`config.mk`:
```
export PLATFORM = sky130hd
export DESIGN_NAME = param_shift_register
export DESIGN_NICKNAME = d
export VERILOG_FILES = /design/src/rtl/param_shift_register.sv
export SDC_FILE = /design/constraint.sdc
export NUM_CORES = 1
export LEC_CHECK = 0
export BUFFER_PORTS_ARGS = -buffer_cell sky130_fd_sc_hd__buf_4
export CAP_MARGIN = 20
export CORE_AREA = 2 2 52 59
export CTS_BUF_LIST = sky130_fd_sc_hd__clkbuf_8
export CTS_CLUSTER_SIZE = 20
export DETAILED_ROUTE_END_ITERATION = 12
export DIE_AREA = 0 0 54 61
export PLACE_DENSITY_LB_ADDON = 0.15
export SLEW_MARGIN = 20
export SYNTH_ARGS = -nofsm -noshare
export SYNTH_HDL_FRONTEND = slang
export SYNTH_SLANG_ARGS = --single-unit
export TNS_END_PERCENT = 30
```
`constraint.sdc`:
```
create_clock -name clk -period 2 [get_ports clk]
set_input_delay 0.2 -clock clk [delete_from_list [all_inputs] [get_ports clk]]
set_output_delay 0.2 -clock clk [all_outputs]
set_load 0.02 [all_outputs]
```
`src/rtl/param_shift_register.sv`:
```
//==============================================================================
// Module      : param_shift_register
// Description : WIDTH-bit register with parallel load and a sequenced
//               one-step-per-cycle shift/rotate engine with busy/done handshake.
// Revision    : 1.0 - initial release
//==============================================================================
`default_nettype none

module param_shift_register #(
    parameter int WIDTH = 8,
    parameter int CNT_W = 4
) (
    input  logic             clk,
    input  logic             rst,
    input  logic             ld,
    input  logic [WIDTH-1:0] in,
    input  logic             start,
    input  logic [1:0]       mode,
    input  logic [CNT_W-1:0] amount,
    input  logic             sin,
    output logic [WIDTH-1:0] out,
    output logic             sout,
    output logic             busy,
    output logic             done
);

    localparam logic [1:0] MODE_SHL = 2'b00;
    localparam logic [1:0] MODE_SHR = 2'b01;
    localparam logic [1:0] MODE_SRA = 2'b10;
    localparam logic [1:0] MODE_ROR = 2'b11;

    localparam logic [CNT_W-1:0] CNT_ONE  = CNT_W'(1);
    localparam logic [CNT_W-1:0] CNT_ZERO = '0;

    typedef enum logic [1:0] {
        ST_IDLE  = 2'd0,
        ST_SHIFT = 2'd1,
        ST_FIN   = 2'd2
    } state_t;

    state_t           state;
    state_t           next_state;
    logic [1:0]       mode_q;
    logic [CNT_W-1:0] cnt;
    logic [WIDTH-1:0] data_next;
    logic [1:0]       mode_eff;
    logic             accept_start;

    // A sequence is only accepted from idle, with load taking priority
    assign accept_start = (state == ST_IDLE) && start && !ld;

    // State register
    always_ff @(posedge clk or posedge rst) begin
        if (rst) begin
            state <= ST_IDLE;
        end else begin
            state <= next_state;
        end
    end

    // Latch mode/amount at sequence start, then count steps down while shifting
    always_ff @(posedge clk or posedge rst) begin
        if (rst) begin
            mode_q <= MODE_SHL;
            cnt    <= CNT_ZERO;
        end else if (accept_start && (amount != CNT_ZERO)) begin
            mode_q <= mode;
            cnt    <= amount;
        end else if (state == ST_SHIFT) begin
            cnt <= cnt - CNT_ONE;
        end
    end

    // Next-state and next register contents
    always_comb begin
        next_state = state;
        data_next  = out;
        case (state)
            ST_IDLE: begin
                if (ld) begin
                    data_next = in;
                end else if (start) begin
                    next_state = (amount != CNT_ZERO) ? ST_SHIFT : ST_FIN;
                end
            end
            ST_SHIFT: begin
                case (mode_q)
                    MODE_SHL: data_next = {out[WIDTH-2:0], sin};
                    MODE_SHR: data_next = {sin, out[WIDTH-1:1]};
                    MODE_SRA: data_next = {out[WIDTH-1], out[WIDTH-1:1]};
                    MODE_ROR: data_next = {out[0], out[WIDTH-1:1]};
                    default:  data_next = out;
                endcase
                // The step that takes the counter to zero is the last one
                if (cnt == CNT_ONE) begin
                    next_state = ST_FIN;
                end
            end
            ST_FIN: begin
                next_state = ST_IDLE;
            end
            default: begin
                next_state = ST_IDLE;
            end
        endcase
    end

    // One storage cell per bit, cleared asynchronously by reset
    for (genvar i = 0; i < WIDTH; i++) begin : g_bit
        logic bit_q;
        // Single bit cell
        always_ff @(posedge clk or posedge rst) begin
            if (rst) begin
                bit_q <= 1'b0;
            end else begin
                bit_q <= data_next[i];
            end
        end
        assign out[i] = bit_q;
    end

    assign busy = (state == ST_SHIFT);
    assign done = (state == ST_FIN);

    // Outgoing bit follows the latched mode while shifting, the live mode otherwise
    assign mode_eff = busy ? mode_q : mode;
    assign sout     = (mode_eff == MODE_SHL) ? out[WIDTH-1] : out[0];

endmodule

`default_nettype wire
```
==> flow_metrics.py, run 1 <==
metrics = {
    "layout": {
        "nFillCells": 254,
        "synthToLayoutAreaGrowth_pct": 22.1,
        "diodes": 0,
        "drive_gt1_share_pct": 37.2,
        "layout.nets": 144,
    },
    "clock_network": {
        "clkSlewWorstSetupHoldPaths_ps": 60,
        "post_cts_buffers": 0,
        "cts_tree": "built",
        "htreeDepth": 1,
        "numCtsBuffers": 3,
        "cts_resized": 0,
        "root_buffer": "clkbuf_8",
        "cts_hold_buf": 0,
        "clockBufferDepth": 2,
        "clkSinkCount": 16,
        "clk-insertion-delay-late_ps": 240,
    },
    "floorplanning": {
        "dieArea_sq_mm": 0.00329,
        "initial_core_util_pct": 39.0,
        "pin_count": 30,
        "die_w_microns": 54,
        "core_area_sq_mm": 0.00270,
        "fp-row-count": 20,
        "die_h_microns": 61,
    },
    "grt": {
        "antenna_found_initial": 0,
        "grtUsageTotal_pct": 17.0,
        "grt-ovfl-total": 0,
        "grt_pass1_vias": 836,
        "grt_max_degree": 17,
        "grt_pass1_wl_mm": 3.97,
    },
    "sta": {
        "setup_viol": 0,
        "fin_crit_ps": 1820,
        "rsz0062_at_grt": "false",
        "finalClockSkew_ps": 3.89,
        "tns_ps": 0,
        "final_max_slew_viol_count": 0,
        "tightest_slew_ps": 646,
        "max_freq_ghz": 0.550,
        "whs_ps": 44.0,
        "relSlewSlack_pct": 56.9,
        "period_share_pct": 90.9,
        "hold_violations": 0,
    },
    "synthesis": {
        "synth_nets": 120,
        "syn_area_per_cell_sq_um": 10.6,
        "yosysTopAreaCellShare_pct": 38.0,
        "async_flop_share_pct": 100,
        "yosys_warnings": 0,
        "synth.distinct_cells": 35,
        "yosysSeqAreaShare_pct": 38.0,
        "synthFlopType": "dfrtp_1",
        "synth.top_cells.by_area": "dfrtp_1 38%, mux2i_1 7.6%, a221oi_1 6.7%",
        "netlist_area_sq_mm": 0.00105,
        "synth_seq_cells": 16,
        "yosys.area.top_type": "dfrtp_1",
        "syn-instance-count": 99,
        "synth_edf_count": 0,
    },
    "pwr": {
        "vdd_drop_max_mv": 0.893,
        "leakage_nw": 0.571,
        "p_per_area_mw_per_mm2": 1620,
    },
    "detailed_routing": {
        "totalWireLength_mm": 2.45,
        "drt-pass1-iter-count": 5,
        "ant_nets": 0,
        "via_count": 866,
        "wl_per_cell_microns": 15.9,
        "viasPerCell": 5.62,
        "drc_errors": 0,
        "drt_iter0_drc": 26,
    },
    "place": {
        "numPortBuffers": 29,
        "place_hpwl_mm": 1.82,
        "gp_congestion": 0.752,
    },
    "status": {
        "status": "complete, no violations",
    },
    "critical_path": {
        "path_max_fanout": 7,
        "arrival_ps": 1620,
        "critPathKind": "flop to output port",
        "crit_path_end_kind": "output port",
        "cp_slowest_cell": "dfrtp_1",
        "max_stage_delay_ps": 450,
        "cp.required_ps": 1800,
        "path_cells": "nand2b_2 > mux2i_1 > mux2_2 > buf_4",
        "cp-start-kind": "flop",
        "rrSetupSlack_ps": 370,
        "ff2ff_path_depth": 4,
    },
    "hold_path": {
        "hold_class": "input port to async pin",
    },
    "job": {
        "cap_violations": 0,
    },
}
[synth_stat cells (2+ instances only)]
cell type,count
inv_1,5
a221o_1,3
nor2b_1,7
buf_4,8
nor2_1,4
mux2_2,2
o22ai_1,7
nand2b_1,3
buf_2,2
dfrtp_1,16
a221oi_1,8
o21ai_0,2
ha_1,2
mux2i_1,8
mux2_1,2
[worst paths after layout]
check,end,from
min in group clk,mode_q[0]$_DFFE_PP0P_,mode[0]
max in group asynchronous,g_bit[0].bit_q$_DFFE_PP0P_,rst
min,cnt[0]$_DFFE_PP0P_,rst
min reg2reg,cnt[3]$_DFFE_PP0P_,cnt[3]$_DFFE_PP0P_
max,sout,state[0]$_DFFE_PP0P_
max reg2reg,cnt[1]$_DFFE_PP0P_,state[1]$_DFFE_PP0P_
[state kept, by name (all words and copies together) (netlist names)]
| name | cells |
|---|---|
| cnt | 4 |
| g_bit.bit_q | 8 |
| mode_q | 2 |
| state | 2 |
[logic make-up after synthesis]
logic type	Yosys count	synth area share [%]
mux	12	11.9
fa+ha+maj	2	2.37
simple gates	22	15.4
buf+inv	18	10.2
xor+xnor	1	0.832
flops	16	38.0
compound gates	28	21.3
[layer usage]
metal | vias up | track usage, % | wire [microns]
li1 | 414 | - | -
met1 | 429 | 22.2 | 1160
met2 | 21 | 28.0 | 1180
met3 | 2 | 2.96 | 96
met4 | 0 | 6.43 | 15
met5 | - | 0 | 0
[metrics by stage]
| stage | std cells | setup slack [ps] | instance area (sq um) | utilization (%) | power, mW |
|---|---|---|---|---|---|
| floorplan | 99 | 552 | 1050 | - | 1.57 |
| global placement | 151 | 387 | 1240 | 46.0 | 1.83 |
| detailed placement | 151 | 347 | 1240 | 46.0 | 1.85 |
| CTS | 154 | 66.8 | 1280 | 47.5 | 2.09 |
| global route | 154 | 95.8 | 1290 | 47.6 | 2.26 |
| finish | 154 | 182 | 1290 | 47.6 | 2.08 |
[layout make-up]
class	instances	area [sq um]	area share, %
Inverter	6	22.5	1.75
Clock buffer	3	41.3	3.21
Timing Repair Buffer	31	233	18.1
Sequential cell	16	400	31.1
Tap cell	33	41.3	3.21
Multi-Input combinational cell	65	548	42.6
[power by group]
group,switching (mW),internal [mW],leakage (nW)
sequential,0.219,0.485,0.185
combinational,0.581,0.563,0.365
clock,0.103,0.133,0.0216
total,0.904,1.18,0.571
[cell usage in the layout (no fill, tap or decap)]
master     n
buf_4     31
dfrtp_1   16
a221oi_1   8
mux2i_1    8
o22ai_1    7
nor2b_1    7
inv_1      5
nor2_1     4
a221o_1    3
clkbuf_8   3
o21ai_0    2
mux2_2     2
nand2b_1   2
mux2_1     2
ha_1       2
nand2b_2   1
nor3b_1    1
or4_4      1
nor4b_4    1
nand2_2    1
inv_2      1
a21oi_2    1
a32oi_1    1
a21boi_1   1
nor2_4     1
and3b_2    1
o21bai_1   1
o41ai_2    1
and2b_1    1
o31ai_1    1
or4_1      1
a21oi_1    1
a22o_1     1
xnor2_1    1
[critical path, delay by kind of cell (launching register included)]
kind / cells / cell delay, ps
muxes: 2 / 580
DFF: 1 / 450
and+or+nand+nor: 1 / 190
buffers and inverters: 1 / 150
No activity file was read; power rests on OpenSTA's default activity.
==> run 2, diff against run 1 <==
- PLACE_DENSITY: default -> 0.62
- PLACE_DENSITY_LB_ADDON: 0.15 -> default
==> flow_metrics.py, run 2 (same netlist as run 1, synthesis figures left out) <==
metrics = {
    "status": {
        "status": "complete, no violations",
    },
    "hold_path": {
        "hold_class": "input port to async pin",
    },
    "clock_network": {
        "post_cts_buffers": 0,
        "cts_hold_buf": 0,
        "clockBufferDepth": 2,
        "numCtsBuffers": 3,
        "htreeDepth": 1,
        "root_buffer": "clkbuf_8",
        "cts_resized": 0,
        "clk-insertion-delay-late_ps": 250,
        "clkSlewWorstSetupHoldPaths_ps": 70,
        "cts_tree": "built",
        "clkSinkCount": 16,
    },
    "floorplanning": {
        "die_h_microns": 61,
        "die_w_microns": 54,
        "initial_core_util_pct": 39.0,
        "pin_count": 30,
        "fp-row-count": 20,
        "core_area_sq_mm": 0.00270,
        "dieArea_sq_mm": 0.00329,
    },
    "pwr": {
        "p_per_area_mw_per_mm2": 1620,
        "leakage_nw": 0.571,
        "vdd_drop_max_mv": 0.974,
    },
    "layout": {
        "top_register": "g_bit.bit_q",
        "diodes": 0,
        "mostFrequentLayoutCell": "buf_4",
        "final_cell_mix": "31 x buf_4, 16 x dfrtp_1, 8 x a221oi_1, 8 x mux2i_1",
        "synthToLayoutAreaGrowth_pct": 22.1,
        "top_regs": "g_bit.bit_q (8), cnt (4)",
        "drive_gt1_share_pct": 37.2,
        "largest_reg_flops": 8,
        "layout.nets": 144,
    },
    "critical_path": {
        "cp-start-kind": "flop",
        "crit_path_end_kind": "output port",
        "arrival_ps": 1660,
        "cp.required_ps": 1800,
        "rrSetupSlack_ps": 420,
        "path_max_fanout": 7,
        "critPathKind": "flop to output port",
    },
    "sta": {
        "tightest_slew_ps": 621,
        "period_share_pct": 92.8,
        "final_max_slew_viol_count": 0,
        "rsz0062_at_grt": "false",
        "whs_ps": 25.4,
        "tns_ps": 0,
        "max_freq_ghz": 0.539,
        "finalClockSkew_ps": 2.50,
        "relSlewSlack_pct": 58.6,
        "hold_violations": 0,
        "setup_viol": 0,
        "fin_crit_ps": 1860,
    },
    "grt": {
        "grt_max_degree": 17,
        "grtUsageTotal_pct": 15.9,
        "grt_pass1_wl_mm": 3.72,
        "grt-ovfl-total": 0,
        "grt_pass1_vias": 816,
        "antenna_found_initial": 0,
    },
    "detailed_routing": {
        "drc_errors": 0,
        "drt_iter0_drc": 6,
        "drt-pass1-iter-count": 4,
        "ant_nets": 0,
        "viasPerCell": 5.50,
        "via_count": 847,
        "totalWireLength_mm": 2.40,
        "wl_per_cell_microns": 15.6,
    },
    "place": {
        "place_hpwl_mm": 1.79,
        "numPortBuffers": 29,
        "gp_congestion": 0.740,
    },
    "job": {
        "cap_violations": 0,
    },
}
## run 2: cell counts in the layout (fill, tap and decap cells not counted)
Identical to the previous run, type by type.
## run 2: critical path, cell delays in order (launching register included)
cell and delay, ps:
dfrtp_1 430, nand2b_2 280, mux2i_1 200, mux2_2 350, buf_4 150
## run 2: through the flow
step | util, % | power [mW] | instance area (sq um) | worst slack [ps] | instances
after global placement | 46.0 | 1.82 | 1240 | 364 | 151
after detailed placement | 46.0 | 1.84 | 1240 | 341 | 151
after CTS | 47.5 | 2.09 | 1280 | 43.9 | 154
after floorplan | - | 1.57 | 1050 | 552 | 99
final | 47.6 | 2.08 | 1290 | 144 | 154
after global routing | 47.6 | 2.24 | 1290 | 75.3 | 154
## run 2: power breakdown
group	leakage, nW	internal [mW]	switching, mW	total (mW)
logic	0.365	0.564	0.575	1.14
registers	0.185	0.485	0.213	0.699
clock network	0.0216	0.134	0.112	0.246
## run 2: layout make-up
class	instances	area, sq um
inverter	6	22.5
tap	33	41.3
timing repair buffer	31	233
clock buffer	3	41.3
sequential	16	400
multi-input combinational	65	548
fill	270	1420
## run 2: path summary, 6_finish.rpt
path	from	to	cells past startpoint
setup / recovery	state[1]$_DFFE_PP0P_	sout	4
min in group clk	mode[0]	mode_q[0]$_DFFE_PP0P_	2
setup reg to reg	state[0]$_DFFE_PP0P_	mode_q[1]$_DFFE_PP0P_	3
hold reg to reg	cnt[1]$_DFFE_PP0P_	cnt[1]$_DFFE_PP0P_	1
max in group asynchronous	rst	mode_q[0]$_DFFE_PP0P_	2
hold / removal	rst	g_bit[4].bit_q$_DFFE_PP0P_	2
## run 2: per-layer routing
metal | GRT usage, % | share of wire (%) | wire length, microns | up-vias
met5 | 0 | 0 | 0 | -
met4 | 4.29 | 0.58 | 14 | 0
met3 | 4.43 | 4.9 | 118 | 2
met2 | 29.3 | 53 | 1270 | 20
met1 | 17.9 | 42 | 1000 | 414
li1 | - | - | - | 411
